===== src/rtl/chip_test_sequencer.sv =====
// Scheduler for the chip-checker: launches one per-chip tester at a time (single chip or full scan),
// routes the active tester's pins to the shared socket and gathers pass/fail with a per-test watchdog.
module chip_test_sequencer #(
  parameter int NUM_CHIPS      = 4,
  parameter int TIMEOUT_CYCLES = 256,
  parameter int SELW           = (NUM_CHIPS > 1) ? $clog2(NUM_CHIPS) : 1
) (
  input  logic                    Clk,
  input  logic                    Reset,
  input  logic                    Start,
  input  logic                    Scan,
  input  logic [SELW-1:0]         ChipSel,
  input  logic [NUM_CHIPS-1:0]    Tester_Done,
  input  logic [NUM_CHIPS-1:0]    Tester_RSLT,
  input  logic [14*NUM_CHIPS-1:0] Tester_Pins,
  output logic [NUM_CHIPS-1:0]    Tester_Run,
  output logic [NUM_CHIPS-1:0]    Tester_Disp,
  output logic [13:0]             Socket_Pins,
  output logic [SELW-1:0]         CurChip,
  output logic                    Busy,
  output logic                    ResultValid,
  output logic [NUM_CHIPS-1:0]    PassMask,
  output logic                    Timeout
);
  // state    | meaning
  // S_IDLE   | waiting for an accepted Start
  // S_LAUNCH | Run pulse to tester idx, watchdog cleared
  // S_WAIT   | waiting for Done from tester idx or watchdog expiry
  // S_ACK    | Disp pulse releases tester idx
  // S_NEXT   | advance to the next chip in a scan, or finish
  // S_REPORT | publish PassMask/Timeout via ResultValid

  localparam int TW  = $clog2(TIMEOUT_CYCLES + 1);
  localparam int SW1 = SELW + 1;
  localparam logic [TW-1:0]   T_LAST   = TW'(TIMEOUT_CYCLES - 1);
  localparam logic [SELW-1:0] IDX_LAST = SELW'(NUM_CHIPS - 1);
  localparam logic [SELW:0]   NUM_C    = SW1'(NUM_CHIPS);

  typedef enum logic [2:0] {
    S_IDLE, S_LAUNCH, S_WAIT, S_ACK, S_NEXT, S_REPORT
  } state_t;

  state_t                state;
  logic [SELW-1:0]       idx;
  logic [TW-1:0]         timer;
  logic                  scan_q;
  logic [NUM_CHIPS-1:0]  sel_oh;
  logic                  done_sel;
  logic                  rslt_sel;

  assign Busy        = (state != S_IDLE);
  assign CurChip     = idx;
  assign Tester_Run  = (state == S_LAUNCH) ? sel_oh : '0;
  assign Tester_Disp = (state == S_ACK)    ? sel_oh : '0;

  // Explicit per-chip select keeps indexing in range for any NUM_CHIPS.
  always_comb begin
    sel_oh      = '0;
    done_sel    = 1'b0;
    rslt_sel    = 1'b0;
    Socket_Pins = '0;
    for (int i = 0; i < NUM_CHIPS; i++) begin
      if (idx == SELW'(i)) begin
        sel_oh[i] = 1'b1;
        done_sel  = Tester_Done[i];
        rslt_sel  = Tester_RSLT[i];
        if (Busy) Socket_Pins = Tester_Pins[14*i +: 14];
      end
    end
  end

  always_ff @(posedge Clk or posedge Reset) begin
    if (Reset) begin
      state       <= S_IDLE;
      idx         <= '0;
      timer       <= '0;
      scan_q      <= 1'b0;
      PassMask    <= '0;
      Timeout     <= 1'b0;
      ResultValid <= 1'b0;
    end else begin
      case (state)
        S_IDLE: begin
          if (Start && (Scan || ({1'b0, ChipSel} < NUM_C))) begin
            scan_q      <= Scan;
            idx         <= Scan ? '0 : ChipSel;
            PassMask    <= '0;
            Timeout     <= 1'b0;
            ResultValid <= 1'b0;
            state       <= S_LAUNCH;
          end
        end
        S_LAUNCH: begin
          timer <= '0;
          state <= S_WAIT;
        end
        S_WAIT: begin
          timer <= timer + TW'(1);
          // Done takes priority over a watchdog expiry in the same cycle.
          if (done_sel) begin
            PassMask <= (PassMask & ~sel_oh) | (rslt_sel ? sel_oh : '0);
            state    <= S_ACK;
          end else if (timer == T_LAST) begin
            PassMask <= PassMask & ~sel_oh;
            Timeout  <= 1'b1;
            state    <= S_ACK;
          end
        end
        S_ACK: state <= S_NEXT;
        S_NEXT: begin
          if (scan_q && (idx != IDX_LAST)) begin
            idx   <= idx + SELW'(1);
            state <= S_LAUNCH;
          end else begin
            state <= S_REPORT;
          end
        end
        S_REPORT: begin
          ResultValid <= 1'b1;
          state       <= S_IDLE;
        end
        default: state <= S_IDLE;
      endcase
    end
  end

endmodule


===== config.mk =====
export PLATFORM = sky130hd
export DESIGN_NAME = chip_test_sequencer
export DESIGN_NICKNAME = d
export VERILOG_FILES = /design/src/rtl/chip_test_sequencer.sv
export SDC_FILE = /design/constraint.sdc
export NUM_CORES = 1
export LEC_CHECK = 0
export ABC_CLOCK_PERIOD_IN_PS = 4700
export BUFFER_PORTS_ARGS = -buffer_cell sky130_fd_sc_hd__buf_2
export CAP_MARGIN = 40
export CELL_PAD_IN_SITES_DETAIL_PLACEMENT = 1
export CELL_PAD_IN_SITES_GLOBAL_PLACEMENT = 2
export CORE_AREA = 2 2 88 90
export CTS_CLUSTER_DIAMETER = 30
export CTS_CLUSTER_SIZE = 12
export DETAILED_ROUTE_END_ITERATION = 7
export DIE_AREA = 0 0 90 92
export PLACE_DENSITY_LB_ADDON = 0.1
export SYNTH_ARGS = -nofsm -noshare
export SYNTH_HDL_FRONTEND = slang
export SYNTH_SLANG_ARGS = --single-unit

===== constraint.sdc =====
create_clock -name Clk -period 4.7 [get_ports Clk]
set_input_delay 1.41 -clock Clk [delete_from_list [all_inputs] [get_ports Clk]]
set_output_delay 1.41 -clock Clk [all_outputs]
set_load 0.005 [all_outputs]

# Word level (Yosys, flattened, before mapping)
# Index checks and enable logic that the tools add are counted.
# classes
n_addsub	2
reduce_logical	14
eq_ne	15
n_bitwise	3
muxes	42
# ops
operator	count
$mux 14	8
$mux 4	6
$pmux 9 s2	1
$mux 1	15
$pmux 3 s5	1
$mux 3	4
$ne 2x2->1 const B	5
$add 9x1->9 const B	1
$eq 9x8->1 const B	1
$pmux 4 s2	1
$reduce_bool 2->1	4
$eq 3x2->1 const B	2
$eq 3x3->1 const B	2
$mux 2	3
$reduce_and 2->1	3
$reduce_and 3->1	2
$and 4x4->4	1
$eq 2x2->1 const B	2
$not 4->4	1
$or 4x4->4	1
$pmux 1 s2	2
$pmux 2 s2	1
$reduce_and 4->1	1
$eq 3x1->1 const B	1
7 further kinds	7
# word_totals
output_inout_bits	31
elab_cells	83
regBits	21
in_bits	70

# Depth between registers and ports, before layout
# Gate-level depths: netlist (run 1).
# depth
ltp_word	9
depth_mapped	9
depth_no_buf	9

# Worst setup path before layout (run 1)
# Ideal clock, no wire load.
# synth_timing
path_kind	input -> output
startpoint	in Tester_Pins[14]
endpoint	out Socket_Pins[0]
arrival_ns	1.948
slack_ns	1.342
path_buffers	0
stages	3
t_required_ns	3.290
path_cell_list	a221oi_1 -> nor3_1 -> a31o_2
# synth_via
elab_chain_cells	6
# synth_lines
item	line	text
start, declared	15	input logic [14*NUM_CHIPS-1:0] Tester_Pins,
$mux 14 *	67	if (Busy) Socket_Pins = Tester_Pins[14*i +: 14];
$mux 14 *	63	if (idx == SELW'(i)) begin
$mux 14	67	
$mux 14 *	63	
$mux 14	67	
$mux 14 *	63	
end, declared	18	output logic [13:0] Socket_Pins,
# Mark *: on every way between the ends. The rest lies on a longest branch, timed or not.

# Worst setup path after layout (run 1)
# layout_timing
startpoint	reg idx[0], in the netlist CurChip[0]
endpoint	out Socket_Pins[1]
# layout_via
elab_chain_cells	8
word_cells_on_any_way	11
cone_classes	3 x eq/ne; 7 x mux; 1 x reduce/logical
# layout_lines
item	line	text
start, declared	44	logic [SELW-1:0] idx;
start signal, assigned	86	idx <= Scan ? '0 : ChipSel;
start signal, assigned	112	idx <= idx + SELW'(1);
$logic_not 2->1	63	
$mux 14	63	
$mux 14	67	
$mux 14	63	
$mux 14	67	
$mux 14	63	
$mux 14	67	
$mux 14 *	63	
# Marks and branches as above.

==> results summary, run 1 <==
The run finished with clean final reports. The critical path is of the reg2out type. The tightest min-delay check is of the reg2reg type. STA classifies the critical path startpoint as a flop.

After legalization and detailed placement, the total HPWL measured 5.14 mm. 0 antenna diodes ended up in the layout. Buffers placed on the I/O ports in this run total 100. The number of warnings printed during yosys synthesis came out at 0.

The horizontal die dimension came out at ~90 um. The floorplan die area is between 8000 and 9000 um^2. TritonCTS built the clock tree. The number of hold-slack violations in the final timing report came to 0. The count of boundary I/O pins is 101. The count of unique library cells instantiated by Yosys is 47. Of the cells placed in the final design, the portion with a size suffix greater than 1 is 0.421.

The number of DRC markers after the initial detailed-route iteration is 67. Between clock sinks in the finished design, the worst skew comes to 4.19 ps. The capturing element type of the critical path is an output port.

The area of the mapped netlist is between 1500 and 2000 um^2. The total iterations of the first detailed-routing run is 4. The fmax is 264 MHz. Among cell families on the critical path, the largest total delay comes from adder cells. The gate count of the mapped netlist is about 220. Counting flops with an async set or reset pin after synthesis yields a share of 1.00.

The data required time at the worst endpoint came out at 3290 ps. The register area share after synthesis came out at 0.294. For this run, design rule violations remaining after detail routing come to 0. Traced cell by cell, the critical path runs through inv_1 -> ha_1 -> buf_4 -> nor2b_1 -> nor3_1 -> a31o_2 -> buf_2. The initial antenna violation count came to 0.

The quantity of gates resized following cts came out at 0. The count of clock tree sinks is 21. The final period utilization came out at 0.807. The total routing usage reported by global routing is 0.163. Routability-driven placement finished with a final weighted congestion of ~0.74.

The share of synthesized area in the top cell type comes to 0.294. The final critical path time including I/O delays and setup came out at about 3800 ps. From bottom edge to top edge, the die measures 92 um. Summed over all instances, the cell type with the most area after synthesis is sky130_fd_sc_hd__dfrtp_1.

The number of buffers inserted during clock tree synthesis is 3. The number of enable flip-flop cells after synthesis is 0. The first-pass GRT wire length is 11.1 mm. The number of endpoints failing setup at the final stage came out at 0. The arrival time at the worst endpoint came out at 2380 ps. The via count is 2038. The clock tree buffer depth is 2. The initial core utilization came out at 0.240. The most used flip-flop cell after synthesis is sky130_fd_sc_hd__dfrtp_1. The residual antenna-violating net count after detailed routing came out at 0. Sorting the synthesized cells by area gives the leading types as sky130_fd_sc_hd__dfrtp_1, sky130_fd_sc_hd__a221oi_1, sky130_fd_sc_hd__a31o_2. In this run the standard cell core region covers 7450 um^2. The mean number of vias per cell came out at 4.96.

The routed wire length per instance is between 15 and 20 um. Dividing total power by cell area gives a power density of between 500 and 600 nW/um^2. Setup repair after global routing left no endpoint under its margin. Clock tree synthesis selected as its root buffer the cell sky130_fd_sc_hd__clkbuf_8. The number of global-route vias before repair is 2093. The maximum resistive drop on vdd is between 0.15 and 0.2 mV. When the netlist entered floorplanning its net count stood at 295.

The total count of max-transition violations in the final report was 0. The multi-input combinational cells in the finished layout cover a total of 1150 um^2. The delay of the slowest cell on the worst path is 680 ps. The average instance in the mapped netlist occupies 8.16 um^2. The total of max-cap violations came out at 0. The clock-pin slew of the registers on the worst-case setup and hold paths came out at 80 ps. The total area of sequential cells is 526 um^2. The number of hold buffers added after CTS came out at 0. The slew at the pin closest to its max-slew limit came out at around 800 ps. Fill cells in the final layout number 961. By instance count, the leading cell after synthesis is sky130_fd_sc_hd__dfrtp_1. After synthesis the netlist holds a flip-flop and latch count of 21. The top fanout value on the critical path came out at 23.

The number of setup buffers added after CTS came out at 0. In this run the static leakage power is 0.00121 uW. Summed over all failing endpoints, the final setup total negative slack is 0 ps. After the last flow step, the layout net total stands at 386. The cell total after placement is around 400. The maximum level of the CTS H-tree came out at 1.

By count the netlist is led by sky130_fd_sc_hd__dfrtp_1, sky130_fd_sc_hd__nand2_1, sky130_fd_sc_hd__nor2b_1, sky130_fd_sc_hd__nor3_1. Entering global routing, the biggest net connects 26 pins. The total congestion overflow after global routing is 0.

The area growth from synthesis to layout is 36.5%. In this run the tightest slew margin relative to its limit is 0.471. For this design, the slowest cell found on the critical path is sky130_fd_sc_hd__ha_1. The number of buffer and inverter stages on the critical path is 3. The final wirelength came out at 6.76 mm. The source-to-sink clock delay at the later pin of the worst-skew pair came out at 270 ps. The row count is 32. The count of non-filler cells in the finished layout is around 400.
==> final cells by class <==
cell class                      instances  share of cell area
Inverter                                9              0.0138
Sequential cell                        21               0.215
Multi-Input combinational cell        170               0.471
Clock inverter                          1             0.00205
Timing Repair Buffer                  105               0.229
Clock buffer                            3              0.0169
Tap cell                              102              0.0523
==> placed cells by master (no fill, tap or decap), types with 6 or more instances in the layout <==
cell                       synthesis  layout
sky130_fd_sc_hd__nor3_1           15      15
sky130_fd_sc_hd__nor2b_1          16      16
sky130_fd_sc_hd__nand2_1          19      19
sky130_fd_sc_hd__a21oi_1           7       7
sky130_fd_sc_hd__a221oi_1         13      13
sky130_fd_sc_hd__ha_1              6       6
sky130_fd_sc_hd__and3_1            9       9
sky130_fd_sc_hd__dfrtp_1          21      21
sky130_fd_sc_hd__nor2_1            8       8
sky130_fd_sc_hd__o21ai_0          13      13
sky130_fd_sc_hd__inv_1             9       9
sky130_fd_sc_hd__buf_2             7     100
sky130_fd_sc_hd__a31o_2           13      13
==> per-layer routing <==
| metal | global-route usage | part of all wire |
|---|---|---|
| met1 | 0.222 | 0.48 |
| met2 | 0.271 | 0.46 |
| met3 | 0.0296 | 0.053 |
| met4 | 0.0346 | 0.0070 |
| met5 | 0 | 0 |
==> worst paths after layout <==
check / from / to / slack, ps / cells after the start
setup / recovery: CurChip[0] / Socket_Pins[1] / 910 / 7
hold / removal: Timeout / Timeout / 510 / 1
setup reg to reg: CurChip[0] / PassMask[1] / 2130 / 7
hold reg to reg: Timeout / Timeout / 510 / 1
max in group asynchronous: Reset / PassMask[1] / 3250 / 3
min in group asynchronous: Reset / scan_q / 1070 / 2
==> cells by family after synthesis <==
| logic type | Yosys count | share of synthesized area |
|---|---|---|
| and+or+nand+nor | 90 | 0.284 |
| xor gates and xnor gates | 2 | 0.00980 |
| muxes | 2 | 0.0119 |
| AOI/OAI and AO/OA | 70 | 0.295 |
| buffers and inverters | 28 | 0.0637 |
| adders and majority gates | 6 | 0.0420 |
| DFF | 21 | 0.294 |
==> per-stage QoR <==
stage          setup slack, ps   util  instance area [um^2]  hold slack, ps  total power (uW)
2_1_floorplan             1340      -                  1790             464               983
4_1_cts                    860  0.328                  2440             519              1470
3_3_place_gp              1060  0.318                  2370             490              1330
6_report                   909  0.328                  2440             509              1430
3_5_place_dp              1070  0.321                  2390             494              1330
5_1_grt                    653  0.328                  2440             519              1590
==> report_power, final <==
part,switching [uW],internal (uW)
registers,87.5,232
logic,538,453
clock network,63.2,59.2
total,689,744
==> flip-flops by register name, indices dropped and copies added (netlist names) <==
signal / flops
scan_q: 1
CurChip: 2
ResultValid: 1
state: 3
timer: 9
PassMask: 4
Timeout: 1
No activity file was read; power rests on OpenSTA's default activity.
==> run 2, diff against run 1 <==
- ABC_AREA: not set -> 1
- ABC_CLOCK_PERIOD_IN_PS: 4700 -> 3300
- CORE_AREA: 2 2 88 90 -> 2 2 99 101
- DIE_AREA: 0 0 90 92 -> 0 0 101 103
- clock period: 4.7 -> 3.3 ns (I/O delays scaled with it)
==> results summary, run 2 <==
The net switching power came out at 1190 uW. By area the synthesized netlist is led by sky130_fd_sc_hd__dfrtp_1, sky130_fd_sc_hd__nand2_1, sky130_fd_sc_hd__nand3_1. Power spread over the standard cell area amounts to 902 nW/um^2.

The number of hold buffers added after CTS is 0. The ratio of cells with drive above 1 in the final layout came out at 0.363. The simple-gate share of the synthesized area came out at 0.361. The area of the mapped netlist came out at 1820 um^2. In the finished design, the share of the clock period the worst path needs comes to 0.857. After synthesis, the largest family of logic cells by area is simple AND/OR/NAND/NOR gates. The count of boundary I/O pins came out at around 100. The register ranked first by flip-flop count is timer. The top fanout value on the critical path came out at 13. In this run, synthesis inferred 0 flip-flops with an integrated enable. The quantity of gates resized following cts is 0. The initial antenna violation count is 0. The floorplan step set the die width to 101 um. The worst setup path is launched from a flop. The total placed instance area is 2420 um^2. The maximum level of the CTS H-tree is 1.

The data required time at the worst endpoint came out at 2310 ps. The gate count of the mapped netlist came out at 270. The total leakage power came out at 0.00136 uW. The first-pass GRT wire length is 11.2 mm. The total count of max-transition violations in the final report came out at 0.

The fraction of power consumed by combinational cells is 0.735. Once layout is complete, the utilization of the core stands at 0.261. For this run, asynchronously set or reset flops after synthesis account for 1.00.

For this run, the total global-route usage over all layers was measured as 0.135. The per-instance average area after synthesis is 6.73 um^2. The count of unique library cells instantiated by Yosys is 28.

Relative to the synthesized area, the layout overhead comes to 35.9%. The register area share after synthesis came out at 0.289. For this block, the via count after detailed routing is 2143. On the final layout, the worst clock skew is 4.52 ps.

The number of hold-slack violations in the final timing report came to 0. The total iterations of the first detailed-routing run came out at 4. The number of nets in the finished design came out at 443. The maximum resistive drop on vdd is 0.396 mV. In the layout the commonest cells are sky130_fd_sc_hd__buf_2, sky130_fd_sc_hd__nand2_1, sky130_fd_sc_hd__nand3_1, sky130_fd_sc_hd__dfrtp_1, sky130_fd_sc_hd__nor2_1.

The number of endpoints failing setup at the final stage came out at 0. The total of max-cap violations came out at 0. The count of clock tree sinks came out at 21. The fraction of synthesized cell area in xor and xnor cells came out at 0.

The number of global-route vias before repair is 2215. The clock-pin slew of the registers on the worst-case setup and hold paths came out at 70 ps. The row count is 36. The most common cell in the netlist is sky130_fd_sc_hd__nand2_1. Port buffering added 100 buffers. The core region area came out at 9460 um^2. The number of setup buffers added after CTS is 0. The worst setup path is captured at an output port. The critical path is of the reg2out type.

After synthesis, the most frequently instantiated cells are sky130_fd_sc_hd__nand2_1, sky130_fd_sc_hd__nand3_1, sky130_fd_sc_hd__dfrtp_1, sky130_fd_sc_hd__nor2_1. TritonCTS built the clock tree. The total chip power is 2230 uW. At the end of routability-driven placement, the weighted congestion stood at 0.762.

The share of synthesized cell area in full adder, half adder and majority cells came out at 0.0413. The proportion of netlist area held by the largest area contributor came out at 0.289. After global routing the overflow that remains totals 0. The number of DRC markers after the initial detailed-route iteration came out at 30.

The total half-perimeter wirelength after legalization and detailed placement is 5.59 mm. The worst max-slew margin expressed relative to the limit came out at 0.598. The largest total area in the synthesized netlist belongs to sky130_fd_sc_hd__dfrtp_1. The relative contribution of the clock network to total power is 0.075. The residual antenna-violating net count after detailed routing is 0. The synthesized net count came out at around 350. Leaving out fill and tap cells, the most frequent cell in the layout is sky130_fd_sc_hd__buf_2. For the worst-skew pair, the clock arrives at the later sink with an insertion delay of about 260 ps. The cell internal power dissipation came out at 1030 uW.

The net switching share of the total power is 0.536. The register with the most flip-flops in the layout has 9 of them. The floorplan step defined a die boundary enclosing approximately 10000 um^2. The final wirelength came out at 7.04 mm. The final critical path time including I/O delays and setup came out at 2830 ps. The die boundary height came out at between 100 and 150 um. The fraction of the mapped netlist area in compound gates came out at 0.200.

Setup repair after global routing left no endpoint under its margin. After routing, the total negative slack on setup checks comes to 0 ps. The master cell of the clock root buffer is sky130_fd_sc_hd__clkbuf_8. The routed wire length per instance came out at 14.7 um.

The largest registers in the layout are timer: 9 flops, PassMask: 4 flops, state: 3 flops. The arrival time at the worst endpoint is 1840 ps. The commonest register cell after synthesis is sky130_fd_sc_hd__dfrtp_1. At the pin with the least slew margin, the transition time is 604 ps.

The worst hold slack came out at 489 ps. The run finished with clean final reports. After detailed routing, the number of remaining DRC violations is 0.

The fraction of power consumed by sequential logic is 0.190. The final standard cell area without fillers came out at 2470 um^2. The number of warnings printed during yosys synthesis is 0. The fmax is ~350 MHz.

The multiplexer share of the synthesized area came out at 0. The number of synthesized register bits is 21. For this configuration, the core starts out at a cell density of 0.192. The mean number of vias per cell came out at about 4.5.

The number of buffers inserted during clock tree synthesis is 3. The worst hold path belongs to the class reg2reg. 0 antenna diodes ended up in the layout. In this run the deepest clock path goes through 2 buffers. The maximum number of pins on one net before global-route repair came out at 20.
==> run 2: worst max-delay path, stage by stage (launching register included) <==
cell and delay [ps]:
sky130_fd_sc_hd__dfrtp_1 420, sky130_fd_sc_hd__ha_1 570, sky130_fd_sc_hd__buf_4 290, sky130_fd_sc_hd__nand3_1 110, sky130_fd_sc_hd__nand2_1 90, sky130_fd_sc_hd__buf_2 110
==> run 2: area by class of cell <==
type	count	area, um^2
sequential	21	526
multi-input combinational	211	1100
inverter	24	95.1
timing repair buffer	106	566
fill	1239	6990
tap	114	143
clock buffer	4	45.0
==> run 2: kinds of logic after synthesis <==
group,count (synthesis)
fa+ha+maj,6
compound gates,58
simple gates,147
buf+inv,38
flops,21
==> run 2: worst paths after layout <==
check | startpoint | end | slack [ps] | depth (start not counted)
worst max-delay path | CurChip[0] | Socket_Pins[9] | 470 | 5
worst min-delay path | ResultValid | ResultValid | 490 | 2
worst max register to register | CurChip[0] | PassMask[0] | 1430 | 9
worst min register to register | ResultValid | ResultValid | 490 | 2
max in group asynchronous | Reset | Timeout | 2210 | 3
min in group asynchronous | Reset | state[2] | 690 | 2
==> run 2: routing by layer <==
| layer | wire, um | global-route usage | vias to the layer above |
|---|---|---|---|
| met5 | 0 | 0 | - |
| met4 | 31 | 0.0249 | 0 |
| met3 | 424 | 0.0149 | 2 |
| met2 | 3330 | 0.247 | 64 |
| met1 | 3250 | 0.173 | 984 |
| li1 | - | - | 1093 |
==> run 2: power by group through the flow <==
stage	Sequential [uW]	Clock (uW)	Combinational, uW
5_1_grt	438	188	1880
2_1_floorplan	415	0	1150
3_5_place_dp	431	0	1690
3_3_place_gp	426	0	1670
6_report	424	167	1640
4_1_cts	426	181	1690
==> run 2: through the flow <==
step,instances,worst slack [ps]
3_5_place_dp,476,682
6_report,480,472
2_1_floorplan,270,936
5_1_grt,480,304
4_1_cts,480,441
3_3_place_gp,475,682
==> run 3, diff against run 2 <==
- ABC_AREA: 1 -> not set
- CAP_MARGIN: 40 -> 20
- CORE_AREA: 2 2 99 101 -> 2 2 96 98
- DIE_AREA: 0 0 101 103 -> 0 0 98 100
- REMOVE_ABC_BUFFERS: not set -> 1
==> results summary, run 3 (synthesis results as in run 1) <==
The maximum number of pins on one net before global-route repair is 30. Leaving out fill and tap cells, the most frequent cell in the layout is sky130_fd_sc_hd__buf_2. The row count is 35.

The number of nets in the finished design came out at 388. Clock tree synthesis inserted a total of 3 buffers. The flow ran to the end, and the final reports show no timing, DRC or antenna violations. The number of setup buffers added after CTS is 0. The total count of max-transition violations in the final report came out at 0. TritonCTS built the clock tree. The initial antenna violation count was 0. More flip-flops sit in one register than any other, and that register is timer.

In the layout the commonest cells are sky130_fd_sc_hd__buf_2, sky130_fd_sc_hd__dfrtp_1, sky130_fd_sc_hd__nand2_1, sky130_fd_sc_hd__nor2b_1, sky130_fd_sc_hd__nor3_1. The cell total after placement came out at approximately 420. The fraction of power consumed by sequential logic is 0.192. 0 antenna diodes ended up in the layout. The total of max-cap violations is 0. Counting cells, the worst reg-to-reg path comes to 7. Summed over all nets, the switching power comes to 992 uW. The first-pass GRT wire length came out at ~11 mm.

STA puts the critical path data arrival time at 2010 ps. The top fanout value on the critical path came out at 29. The total leakage power came out at 0.00122 uW. Setup repair after global routing left no endpoint under its margin. The fraction of power consumed by combinational cells is 0.727. For the worst setup path, the data required time is 2310 ps. The register with the most flip-flops in the layout has 9 of them. The core region area is 8890 um^2.

The path class of the tightest hold or removal check is reg2reg. The total congestion overflow after global routing is 0. The total chip power came out at 2090 uW. Power spread over the standard cell area amounts to 847 nW/um^2. The critical path startpoint category is a flop. Summed over all nets, the half-perimeter wirelength after detailed placement is 5.11 mm. In the routed design, unresolved DRC markers number 0. The count of non-filler cells in the finished layout is 422.

Clock latency on the worst-skew pair, taken at its later pin, is 260 ps. The clock tree buffer depth came out at 2. The maximum resistive drop on vdd is between 0.2 and 0.25 mV. The count of buffers added on input and output ports is 100. The worst clock skew is approximately 3.8 ps. The clock-pin slew of the registers on the worst-case setup and hold paths is 80 ps. The master cell of the clock root buffer is sky130_fd_sc_hd__clkbuf_8. The first routing iteration left between 40 and 50 violations. The maximum level of the CTS H-tree is 1. The final wirelength came out at 6.82 mm. The mean number of vias per cell came out at 4.90.

The count of clock tree sinks is 21. The cell internal power dissipation is 1100 uW. The area added between synthesis and finish is 37.9%.

The initial core utilization is 0.201. The floorplan step set the die height to 100 um. Timing would allow up to about 330 MHz.

Counting instances, the worst hold path has a depth of 1. The final critical path time including I/O delays and setup came out at 3000 ps. For the pin with the worst max-slew slack, the measured transition is between 800 and 900 ps. The count of nets left with antenna violations once routing finished came out at 0.

101 I/O pins were placed. The routed wire length per instance is 16.2 um. The share of total power dissipated in the clock network is 0.081. The total placed instance area is 2410 um^2.

The ratio of cells with drive above 1 in the final layout came out at 0.424. The total iterations of the first detailed-routing run came out at 4. The weighted congestion reported at the end of routability-driven placement came out at 0.768.

The number of hold-slack violations in the final timing report came out at 0. The total routing usage reported by global routing came out at 0.134. The number of endpoints failing setup at the final stage is 0. The worst setup path is of the reg2out kind. Of the total power, the share spent switching nets is 0.475.

The die covers roughly 10000 um^2. In this run the tightest slew margin relative to its limit is 0.429. The die is 98 um wide. STA classifies the critical path endpoint as an output port. The setup TNS after final layout is 0 ps. In this run, post-CTS hold repair placed 0 buffers.

In the final layout, the registers with the most flip-flops are timer: 9 flops, PassMask: 4 flops, state: 3 flops. The via count came out at 2067. The number of global-route vias before repair is approximately 2000. In the finished design, the share of the clock period the worst path needs comes to 0.908. After routing the design area is 2460 um^2.
run 3: worst max-delay path, cell delays in order (launching register included):
cell                       delay [ps]
sky130_fd_sc_hd__dfrtp_1          440
sky130_fd_sc_hd__inv_1            100
sky130_fd_sc_hd__ha_1             330
sky130_fd_sc_hd__buf_12           220
sky130_fd_sc_hd__a221oi_1         220
sky130_fd_sc_hd__nor3_1            80
sky130_fd_sc_hd__a31o_2           230
sky130_fd_sc_hd__buf_2            120
run 3: layer usage:
layer  vias to the layer above  track usage  share of wire
met3                         5       0.0174          0.053
li1                       1003            -              -
met2                        77        0.223           0.46
met4                         0       0.0321         0.0098
met1                       982        0.184           0.48
met5                         -            0              0
run 3: final timing paths:
check,from,to,slack [ps]
setup / recovery,CurChip[0],Socket_Pins[10],300
hold / removal,scan_q,scan_q,510
setup reg to reg,CurChip[1],PassMask[0],1050
hold reg to reg,scan_q,scan_q,510
max in group asynchronous,Reset,PassMask[2],1870
min in group asynchronous,Reset,ResultValid,890
run 3: power groups by stage:
stage | logic, uW | registers (uW) | clock network [uW]
4_1_cts | 1540 | 402 | 181
3_5_place_dp | 1530 | 407 | 0
2_1_floorplan | 896 | 435 | 0
3_3_place_gp | 1540 | 403 | 0
5_1_grt | 1690 | 412 | 195
6_report | 1520 | 400 | 170
run 3: final cells by class:
type,count,area [um^2]
multi-input combinational,170,1160
fill,1103,6420
clock buffer,4,45.0
tap,111,139
inverter,9,33.8
sequential,21,526
timing repair buffer,107,566
run 3: through the flow:
| stage | setup WS (ps) | hold WS (ps) | util |
|---|---|---|---|
| finish | 304 | 507 | 0.277 |
| detailed placement | 152 | 495 | 0.271 |
| global placement | 200 | 486 | 0.271 |
| global route | 128 | 535 | 0.277 |
| floorplan | 503 | 464 | - |
| CTS | 166 | 513 | 0.277 |
run 3: timing repair:
action / in CTS / in global routing
setup endpoints to repair: 13 / 2
pin swaps: 0 / 0
gates resized for setup: 1 / 1
